**src/rtl/imem_loader.sv**
```systemverilog
`default_nettype none
// ============================================================================
// Module   : imem_loader
// Purpose  : Accepts 32-bit instruction words over a valid/ready stream and
//            writes each one into a byte-wide instruction memory as four
//            big-endian bytes on consecutive cycles.
// Ports    : CLK, Reset        clock, synchronous active-high reset
//            start             pulse that arms a new load at byte address 0
//            in_valid/in_ready/in_word/in_last   upstream word stream
//            mem_we/mem_addr/mem_wdata           byte write port
//            words_loaded      complete words written since start
//            busy/done         status (ACCEPT or WRITE / DONE)
//            overflow          memory filled before in_last was seen
//            checksum          (IMEM_LOADER_CHECKSUM_EN only) XOR of bytes
// Options  : define IMEM_LOADER_CHECKSUM_EN to add the checksum output.
// Revision : 1.0 - initial release
// ============================================================================
module imem_loader #(
    parameter int DEPTH_BYTES = 128
) (
    input  logic                           CLK,
    input  logic                           Reset,
    input  logic                           start,
    input  logic                           in_valid,
    output logic                           in_ready,
    input  logic [31:0]                    in_word,
    input  logic                           in_last,
    output logic                           mem_we,
    output logic [$clog2(DEPTH_BYTES)-1:0] mem_addr,
    output logic [7:0]                     mem_wdata,
    output logic [$clog2(DEPTH_BYTES)-2:0] words_loaded,
    output logic                           busy,
    output logic                           done,
    output logic                           overflow
`ifdef IMEM_LOADER_CHECKSUM_EN
    ,
    output logic [7:0]                     checksum
`endif
);

    localparam int AW = $clog2(DEPTH_BYTES);
    localparam int WW = AW - 1;

    typedef enum logic [1:0] {
        ST_IDLE   = 2'd0,
        ST_ACCEPT = 2'd1,
        ST_WRITE  = 2'd2,
        ST_DONE   = 2'd3
    } state_t;

    state_t          r_state_q, w_state_d;
    logic [AW-1:0]   r_ptr_q,   w_ptr_d;
    logic [1:0]      r_idx_q,   w_idx_d;
    logic [31:0]     r_word_q,  w_word_d;
    logic            r_last_q,  w_last_d;
    logic [WW-1:0]   r_wcnt_q,  w_wcnt_d;
    logic            r_ovf_q,   w_ovf_d;
    logic [7:0]      r_wdata_q, w_wdata_d;
    logic            r_ready_q, r_we_q, r_busy_q, r_done_q;
    logic            w_arm;
    logic            w_full;

    // Words are 4-byte aligned, so the top address is only ever reached on the
    // last byte of a word.
    assign w_full = (r_ptr_q == AW'(DEPTH_BYTES - 1));
    assign w_arm  = start && ((r_state_q == ST_IDLE) || (r_state_q == ST_DONE));

    always_comb begin
        w_state_d = r_state_q;
        w_ptr_d   = r_ptr_q;
        w_idx_d   = r_idx_q;
        w_word_d  = r_word_q;
        w_last_d  = r_last_q;
        w_wcnt_d  = r_wcnt_q;
        w_ovf_d   = r_ovf_q;
        case (r_state_q)
            ST_IDLE, ST_DONE: begin
                if (w_arm) begin
                    w_state_d = ST_ACCEPT;
                    w_ptr_d   = '0;
                    w_idx_d   = 2'd0;
                    w_wcnt_d  = '0;
                    w_ovf_d   = 1'b0;
                end
            end
            ST_ACCEPT: begin
                if (in_valid) begin
                    w_word_d  = in_word;
                    w_last_d  = in_last;
                    w_idx_d   = 2'd0;
                    w_state_d = ST_WRITE;
                end
            end
            ST_WRITE: begin
                w_idx_d = r_idx_q + 2'd1;
                // The pointer parks on the top address instead of wrapping.
                if (!w_full) begin
                    w_ptr_d = r_ptr_q + AW'(1);
                end
                if (r_idx_q == 2'd3) begin
                    w_wcnt_d = r_wcnt_q + WW'(1);
                    if (r_last_q) begin
                        w_state_d = ST_DONE;
                    end else if (w_full) begin
                        w_state_d = ST_DONE;
                        w_ovf_d   = 1'b1;
                    end else begin
                        w_state_d = ST_ACCEPT;
                    end
                end
            end
            default: w_state_d = ST_IDLE;
        endcase

        // Byte presented next cycle, most significant byte first.
        case (w_idx_d)
            2'd0:    w_wdata_d = w_word_d[31:24];
            2'd1:    w_wdata_d = w_word_d[23:16];
            2'd2:    w_wdata_d = w_word_d[15:8];
            default: w_wdata_d = w_word_d[7:0];
        endcase
    end

    always_ff @(posedge CLK) begin
        if (Reset) begin
            r_state_q <= ST_IDLE;
            r_ptr_q   <= '0;
            r_idx_q   <= 2'd0;
            r_word_q  <= '0;
            r_last_q  <= 1'b0;
            r_wcnt_q  <= '0;
            r_ovf_q   <= 1'b0;
            r_wdata_q <= '0;
            r_ready_q <= 1'b0;
            r_we_q    <= 1'b0;
            r_busy_q  <= 1'b0;
            r_done_q  <= 1'b0;
        end else begin
            r_state_q <= w_state_d;
            r_ptr_q   <= w_ptr_d;
            r_idx_q   <= w_idx_d;
            r_word_q  <= w_word_d;
            r_last_q  <= w_last_d;
            r_wcnt_q  <= w_wcnt_d;
            r_ovf_q   <= w_ovf_d;
            r_wdata_q <= w_wdata_d;
            r_ready_q <= (w_state_d == ST_ACCEPT);
            r_we_q    <= (w_state_d == ST_WRITE);
            r_busy_q  <= (w_state_d == ST_ACCEPT) || (w_state_d == ST_WRITE);
            r_done_q  <= (w_state_d == ST_DONE);
        end
    end

    assign in_ready     = r_ready_q;
    assign mem_we       = r_we_q;
    assign mem_addr     = r_ptr_q;
    assign mem_wdata    = r_wdata_q;
    assign words_loaded = r_wcnt_q;
    assign busy         = r_busy_q;
    assign done         = r_done_q;
    assign overflow     = r_ovf_q;

`ifdef IMEM_LOADER_CHECKSUM_EN
    logic [7:0] r_cksum_q, w_cksum_d;

    // Folds in each byte the cycle after it appears on the write port.
    always_comb begin
        w_cksum_d = r_cksum_q;
        if (w_arm) begin
            w_cksum_d = 8'h00;
        end else if (r_we_q) begin
            w_cksum_d = r_cksum_q ^ r_wdata_q;
        end
    end

    always_ff @(posedge CLK) begin
        if (Reset) begin
            r_cksum_q <= 8'h00;
        end else begin
            r_cksum_q <= w_cksum_d;
        end
    end

    assign checksum = r_cksum_q;
`endif

endmodule
`default_nettype wire

```
**config.mk**
```make
export PLATFORM = sky130hd
export DESIGN_NAME = imem_loader
export DESIGN_NICKNAME = d
export VERILOG_FILES = /design/src/rtl/imem_loader.sv
export SDC_FILE = /design/constraint.sdc
export NUM_CORES = 1
export LEC_CHECK = 0
export ABC_CLOCK_PERIOD_IN_PS = 2700
export CORE_UTILIZATION = 40
export CTS_CLUSTER_SIZE = 16
export DETAILED_ROUTE_END_ITERATION = 12
export DONT_BUFFER_PORTS = 1
export GPL_TIMING_DRIVEN = 0
export PLACE_DENSITY = 0.59
export SYNTH_ARGS = -nofsm -noshare
export SYNTH_HDL_FRONTEND = slang
export SYNTH_SLANG_ARGS = --single-unit
export TNS_END_PERCENT = 5
```
**constraint.sdc**
```tcl
create_clock -name CLK -period 2.7 [get_ports CLK]
set_input_delay 0.54 -clock CLK [delete_from_list [all_inputs] [get_ports CLK]]
set_output_delay 0.54 -clock CLK [all_outputs]
set_load 0.005 [all_outputs]
```
**Word-level counts from Yosys, hierarchy flattened**

Index checks and enable logic that the tools add are counted.
W data, S select, Z words.

- Flip-flop bits (word level): 63
- Input bits: 37
- Output and inout port bits: 26
- Logic and storage cells: 64

- Add/sub/neg operators: 3
- Equality and inequality tests: 15
- Muxes and demuxes: 23
- Reductions and logical operators: 11

Operators by type and width:

| operator | number |
|---|---|
| $mux W32 | 2 |
| $pmux W8 S3 | 1 |
| $mux W2 | 7 |
| $mux W7 | 2 |
| $pmux W7 S2 | 1 |
| $eq A2 B2 Y1 const B | 6 |
| $mux W6 | 2 |
| $pmux W2 S3 | 2 |
| $pmux W6 S2 | 1 |
| $ne A2 B2 Y1 const B | 5 |
| $add A7 B1 Y7 const B | 1 |
| $eq A7 B7 Y1 const B | 1 |
| $add A6 B1 Y6 const B | 1 |
| $eq A2 B1 Y1 const B | 3 |
| $reduce_and A3 Y1 | 2 |
| $reduce_and A5 Y1 | 1 |
| $logic_not A2 Y1 | 2 |
| $mux W1 | 4 |
| $add A2 B1 Y2 const B | 1 |
| $logic_or A1 B1 Y1 | 2 |
| $pmux W1 S2 | 1 |
| $reduce_and A2 Y1 | 1 |
| $reduce_bool A2 Y1 | 1 |
| $reduce_or A2 Y1 | 1 |
| $logic_and A1 B1 Y1 | 1 |

**Depth between registers and ports, before layout**

- Depth in word-level cells: 7
- Gate-level depth with buffers: 10

**Worst setup path before layout**

OpenSTA, ideal clock, no wires.

- Kind: reg-to-reg
- Start point: register r_state_q[0]
- End point: register r_wdata_q[7] (netlist: mem_wdata[7])
- Arrival time: 1.856 ns
- Required time: 2.634 ns
- Path slack: 0.778 ns
- Stages on the path, launching flop included: 10
- Buffers on the path: 2
- Clock period less this slack: 1.922 ns
- Cells stage by stage: dfxtp_1 inv_1 ha_1 nand2b_1 o211a_1 buf_6 buf_12 mux2i_1 a22o_1 a21oi_2

- Cells in the longest elaborated chain, start to end: 7
- Elaborated cells between the ends (all ways): 14
- Classes of those cells: 5 x eq/ne; 4 x mux; 5 x reduce/logical

Ends and longest elaborated chain:

| what | line | source |
|---|---|---|
| from (decl) | 51 | `state_t r_state_q, w_state_d;` |
| from (signal assigned) | 139 | `r_state_q <= w_state_d;` |
| $eq A2 B2 Y1 or $logic_not A2 Y1 (tied branches) | 66, 76 |  |
| $logic_or A1 B1 Y1 | 66 | `assign w_arm = start && ((r_state_q == ST_IDLE) \|\| (r_state_q == ST_DONE));` |
| $logic_and A1 B1 Y1 | 66 |  |
| $mux W2 | 78 | `if (w_arm) begin` |
| $pmux W2 S3 | 76 | `case (r_state_q)` |
| $eq A2 B2 Y1 (tied with other cells) | 116 | `case (w_idx_d)` |
| $pmux W8 S3 * | 116 |  |
| to (signal assigned) | 146 | `r_wdata_q <= w_wdata_d;` |
| to (decl) | 58 | `logic [7:0] r_wdata_q, w_wdata_d;` |

Every way passes the cells marked *; elsewhere a longest branch is shown, timed or not.
A chain may end at the register's enable or synchronous reset.

**Worst setup path after layout**

- Start point: register r_state_q[0]
- End point: register r_wdata_q[1] (netlist: mem_wdata[1])

The elaborated chain is that of the path after synthesis.

==> Implementation_results.wiki <==
{| class="wikitable"
! Metric !! Value
|-
| Status || finished clean
|-
| Share of Yosys cell area claimed by the top area cell type || 43.5%
|-
| Origin of the worst setup path || r_state_q[0]
|-
| Max Freq || 0.453 GHz
|-
| Number of hold violations in the final report || 0
|-
| Number of detailed-routing iterations run before antenna repair || 4
|-
| Detailed-route DRC error count || 0
|-
| Std-Cell Core Area || 6910 um^2
|-
| Worst setup skew after layout || ~13 ps
|-
| Mean cell area of the mapped netlist || 8.43 um^2
|-
| P&R area growth vs syn || 11.0%
|-
| Worst voltage drop across the vdd grid || 0.325 mV
|-
| Post-CTS Setup Inserts || 0
|-
| Fraction of layout instances using a drive strength above 1 || 10.0%
|-
| Data arrival time of the worst path || 2420 ps
|-
| Post-placement setup slack || 520 ps
|-
| Final slew viol count || 0
|-
| Filler instances || 709
|-
| Number of inserted diodes || 0
|-
| Row count || 30
|-
| Final weighted congestion of routability-driven global placement || 0.821
|-
| Total of warnings raised by yosys || 0
|-
| H-tree levels || 3
|-
| Number of CTS-inserted buffers || 9
|-
| Kind of start point of the critical path || register
|-
| Cell count of the worst reg-to-reg path || 9
|-
| Post-detailed-route via-to-cell ratio || a little over 5
|-
| Leftover overflow at the end of global routing || 0
|-
| Number of top-level pins || 63
|-
| Finish-stage setup viols || 0
|-
| Proportion of synthesized flip-flops having asynchronous set or reset || 0%
|-
| Most instantiated library cell after synthesis || sky130_fd_sc_hd__nand2_1
|-
| Post-route total power || 3.05 mW
|-
| Minimum setup slack among reg-to-reg paths || 490 ps
|-
| Die outline area || 7590 um^2
|-
| Final wirelength || 6930 um
|-
| EDFF count, synth || 0
|-
| Max_slew headroom || 51.0%
|-
| Hold buffer count at cts || 0
|-
| Remaining number of nets flagged by the antenna check after routing || 0
|-
| Minimum clock period || between 2000 and 2500 ps
|-
| Critical Setup Path Class || register to register
|-
| Top cells by count, synth || 85 x sky130_fd_sc_hd__nand2_1, 63 x sky130_fd_sc_hd__dfxtp_1, 41 x sky130_fd_sc_hd__a21oi_1
|-
| Syn Nets || 390
|-
| Top cells by area in the synthesized netlist || sky130_fd_sc_hd__dfxtp_1 44%, sky130_fd_sc_hd__nand2_1 11%, sky130_fd_sc_hd__a21oi_1 7.1%
|-
| Buffer depth of the longest clock path || 2
|-
| Share of the yosys chip area belonging to registers || 43.5%
|-
| Class of the tightest hold or removal check || input port to register
|-
| Data required time of the critical path || approximately 2900 ps
|-
| Number of vias after detailed routing || around 2400
|-
| Dominant cell type by area after synthesis || sky130_fd_sc_hd__dfxtp_1
|-
| Initial antenna violation count || 0
|-
| Horizontal die dimension || just under 90 um
|-
| MaxCap Viol Count || 0
|-
| Endpoint kind of the worst setup timing path || register
|-
| Number of distinct library cells after synthesis || 46
|-
| Clock tree from TritonCTS || built
|-
| Critical R2R Capture || mem_wdata[1]
|-
| Setup repair after global routing missed its margin || false
|-
| Register clock-pin slew on the reported worst setup and hold paths || approximately 80 ps
|-
| Ratio of final minimum period to clock period || 81.7%
|-
| Post-cts repair resize count || 0
|-
| Vias in the first global route || 2226
|-
| Global-route wire length before repair || 11000 um
|-
| Power Density || 946 nW/um^2
|-
| Die span in y || 87.1 um
|-
| Largest net degree at the start of global routing || 12
|-
| CP Capture Point || mem_wdata[1]
|-
| Setup TNS || 0 ps
|-
| Insertion delay of the later-clocked pin in the worst-skew pair || 350 ps
|-
| Pin slew with the least headroom to its limit || 734 ps
|-
| Total routing resource utilization after global routing || about a fifth
|-
| Netlist area before placement || 2900 um^2
|-
| Ys flop type || sky130_fd_sc_hd__dfxtp_1
|-
| Initial standard-cell utilization of the core || between 40% and 50%
|-
| Startpoint of the worst register-to-register path || r_state_q[0]
|-
| Standard cell area after detailed placement || 3020 um^2
|-
| HPWL after DPL || roughly 4900 um
|-
| Leakage || 1.30 nW
|-
| Port Buffer Count || 0
|-
| Number of register bits inferred by synthesis || 63
|-
| Detailed-route wire length per cell || between 15 and 20 um
|-
| Initial drt markers || 119
|-
| Root cell of the clock tree || sky130_fd_sc_hd__clkbuf_8
|-
| Post-layout worst setup margin || between 400 and 500 ps
|-
| Final std cell area, no fill || 3220 um^2
|-
| Worst-path maximum fanout || 10
|-
| Gate count after technology mapping || 344
|-
| Net total in the final layout || about 400
|-
| Sink count of the clock tree || 63
|}
==> cells in the final DEF (no fill, tap or decap), types with 2 or more instances in the layout <==
master                      instances
sky130_fd_sc_hd__clkbuf_8          10
sky130_fd_sc_hd__nand4_1            3
sky130_fd_sc_hd__clkinv_4           2
sky130_fd_sc_hd__nor2_1            22
sky130_fd_sc_hd__ha_1               9
sky130_fd_sc_hd__xor2_1             6
sky130_fd_sc_hd__a31oi_1            4
sky130_fd_sc_hd__o21ai_1            2
sky130_fd_sc_hd__and3_1             5
sky130_fd_sc_hd__o21ai_0            8
sky130_fd_sc_hd__nand3_1            2
sky130_fd_sc_hd__dfxtp_1           63
sky130_fd_sc_hd__nand4bb_1          2
sky130_fd_sc_hd__nand2_1           85
sky130_fd_sc_hd__nor2b_1            4
sky130_fd_sc_hd__nand2b_1           4
sky130_fd_sc_hd__a32oi_1            2
sky130_fd_sc_hd__xnor2_1            2
sky130_fd_sc_hd__clkbuf_1           6
sky130_fd_sc_hd__buf_6              2
sky130_fd_sc_hd__buf_1              3
sky130_fd_sc_hd__buf_2              9
sky130_fd_sc_hd__a21oi_2            4
sky130_fd_sc_hd__a22o_1             6
sky130_fd_sc_hd__inv_1              9
sky130_fd_sc_hd__a21oi_1           41
sky130_fd_sc_hd__and2_1             3
sky130_fd_sc_hd__mux2i_1           20
==> final cells by class <==
class                           instances  area (um^2)  area share, %
Multi-Input combinational cell        251         1480           45.9
Sequential cell                        63         1260           39.2
Clock buffer                           12          145           4.51
Buffer                                 20          121           3.77
Tap cell                               96          120           3.73
Clock inverter                          4         55.1           1.71
Inverter                               10         37.5           1.17
==> flip-flops by register name, indices dropped and copies added, names as in the netlist, 2 cells and up <==
signal        flops
mem_wdata         8
r_idx_q           2
r_word_q         32
words_loaded      6
mem_addr          7
r_state_q         2
==> worst min-delay path by stage <==
stage,slack [ps],startpoint,end,cells past startpoint
CTS,310,in_word[23],r_word_q[23],2
global route,320,in_word[21],r_word_q[21],2
global placement,440,r_word_q[23],r_word_q[23],2
finish,320,in_word[21],r_word_q[21],2
detailed placement,450,r_word_q[26],r_word_q[26],2
floorplan,430,r_word_q[20],r_word_q[20],2
==> stage by stage <==
stage,hold WS [ps],std cells,util [%]
finish,319,456,46.6
global route,322,456,46.6
CTS,305,456,46.6
detailed placement,448,440,43.7
global placement,445,440,43.7
floorplan,433,344,-
==> layer usage <==
metal,wire (um),up-vias,part of all wire (%),GRT usage (%)
met5,0,-,0,0
met4,147,0,2.1,9.69
met3,355,12,5.1,5.12
met2,3060,53,44,28.6
met1,3370,1098,49,26.2
li1,-,1192,-,-
==> power by group <==
| group | switching [mW] | internal [mW] | total [mW] |
|---|---|---|---|
| sequential | 0.0754 | 1.07 | 1.14 |
| combinational | 0.666 | 0.410 | 1.08 |
| clock | 0.373 | 0.455 | 0.828 |
| total | 1.11 | 1.93 | 3.05 |
==> kinds of logic (layout without fill, tap and decap cells) <==
| group | after synthesis | count (layout) | synth area share [%] |
|---|---|---|---|
| XOR/XNOR | 8 | 8 | 2.42 |
| AO/OA/AOI/OAI | 78 | 78 | 16.7 |
| adder cells (fa/ha/maj) | 9 | 9 | 3.88 |
| buffers and inverters | 30 | 46 | 5.48 |
| multiplexers | 23 | 23 | 8.29 |
| AND/OR/NAND/NOR | 133 | 133 | 19.7 |
| flip-flops | 63 | 63 | 43.5 |
==> critical path, cell delays in order (launching register included) <==
cell and delay (ps):
sky130_fd_sc_hd__dfxtp_1 430, sky130_fd_sc_hd__inv_1 70, sky130_fd_sc_hd__ha_1 370, sky130_fd_sc_hd__buf_6 180
sky130_fd_sc_hd__nand3b_1 100, sky130_fd_sc_hd__o211a_1 160, sky130_fd_sc_hd__buf_6 140, sky130_fd_sc_hd__buf_4 210
sky130_fd_sc_hd__mux2i_1 290, sky130_fd_sc_hd__o32ai_1 130
No activity file was read; power rests on OpenSTA's default activity.
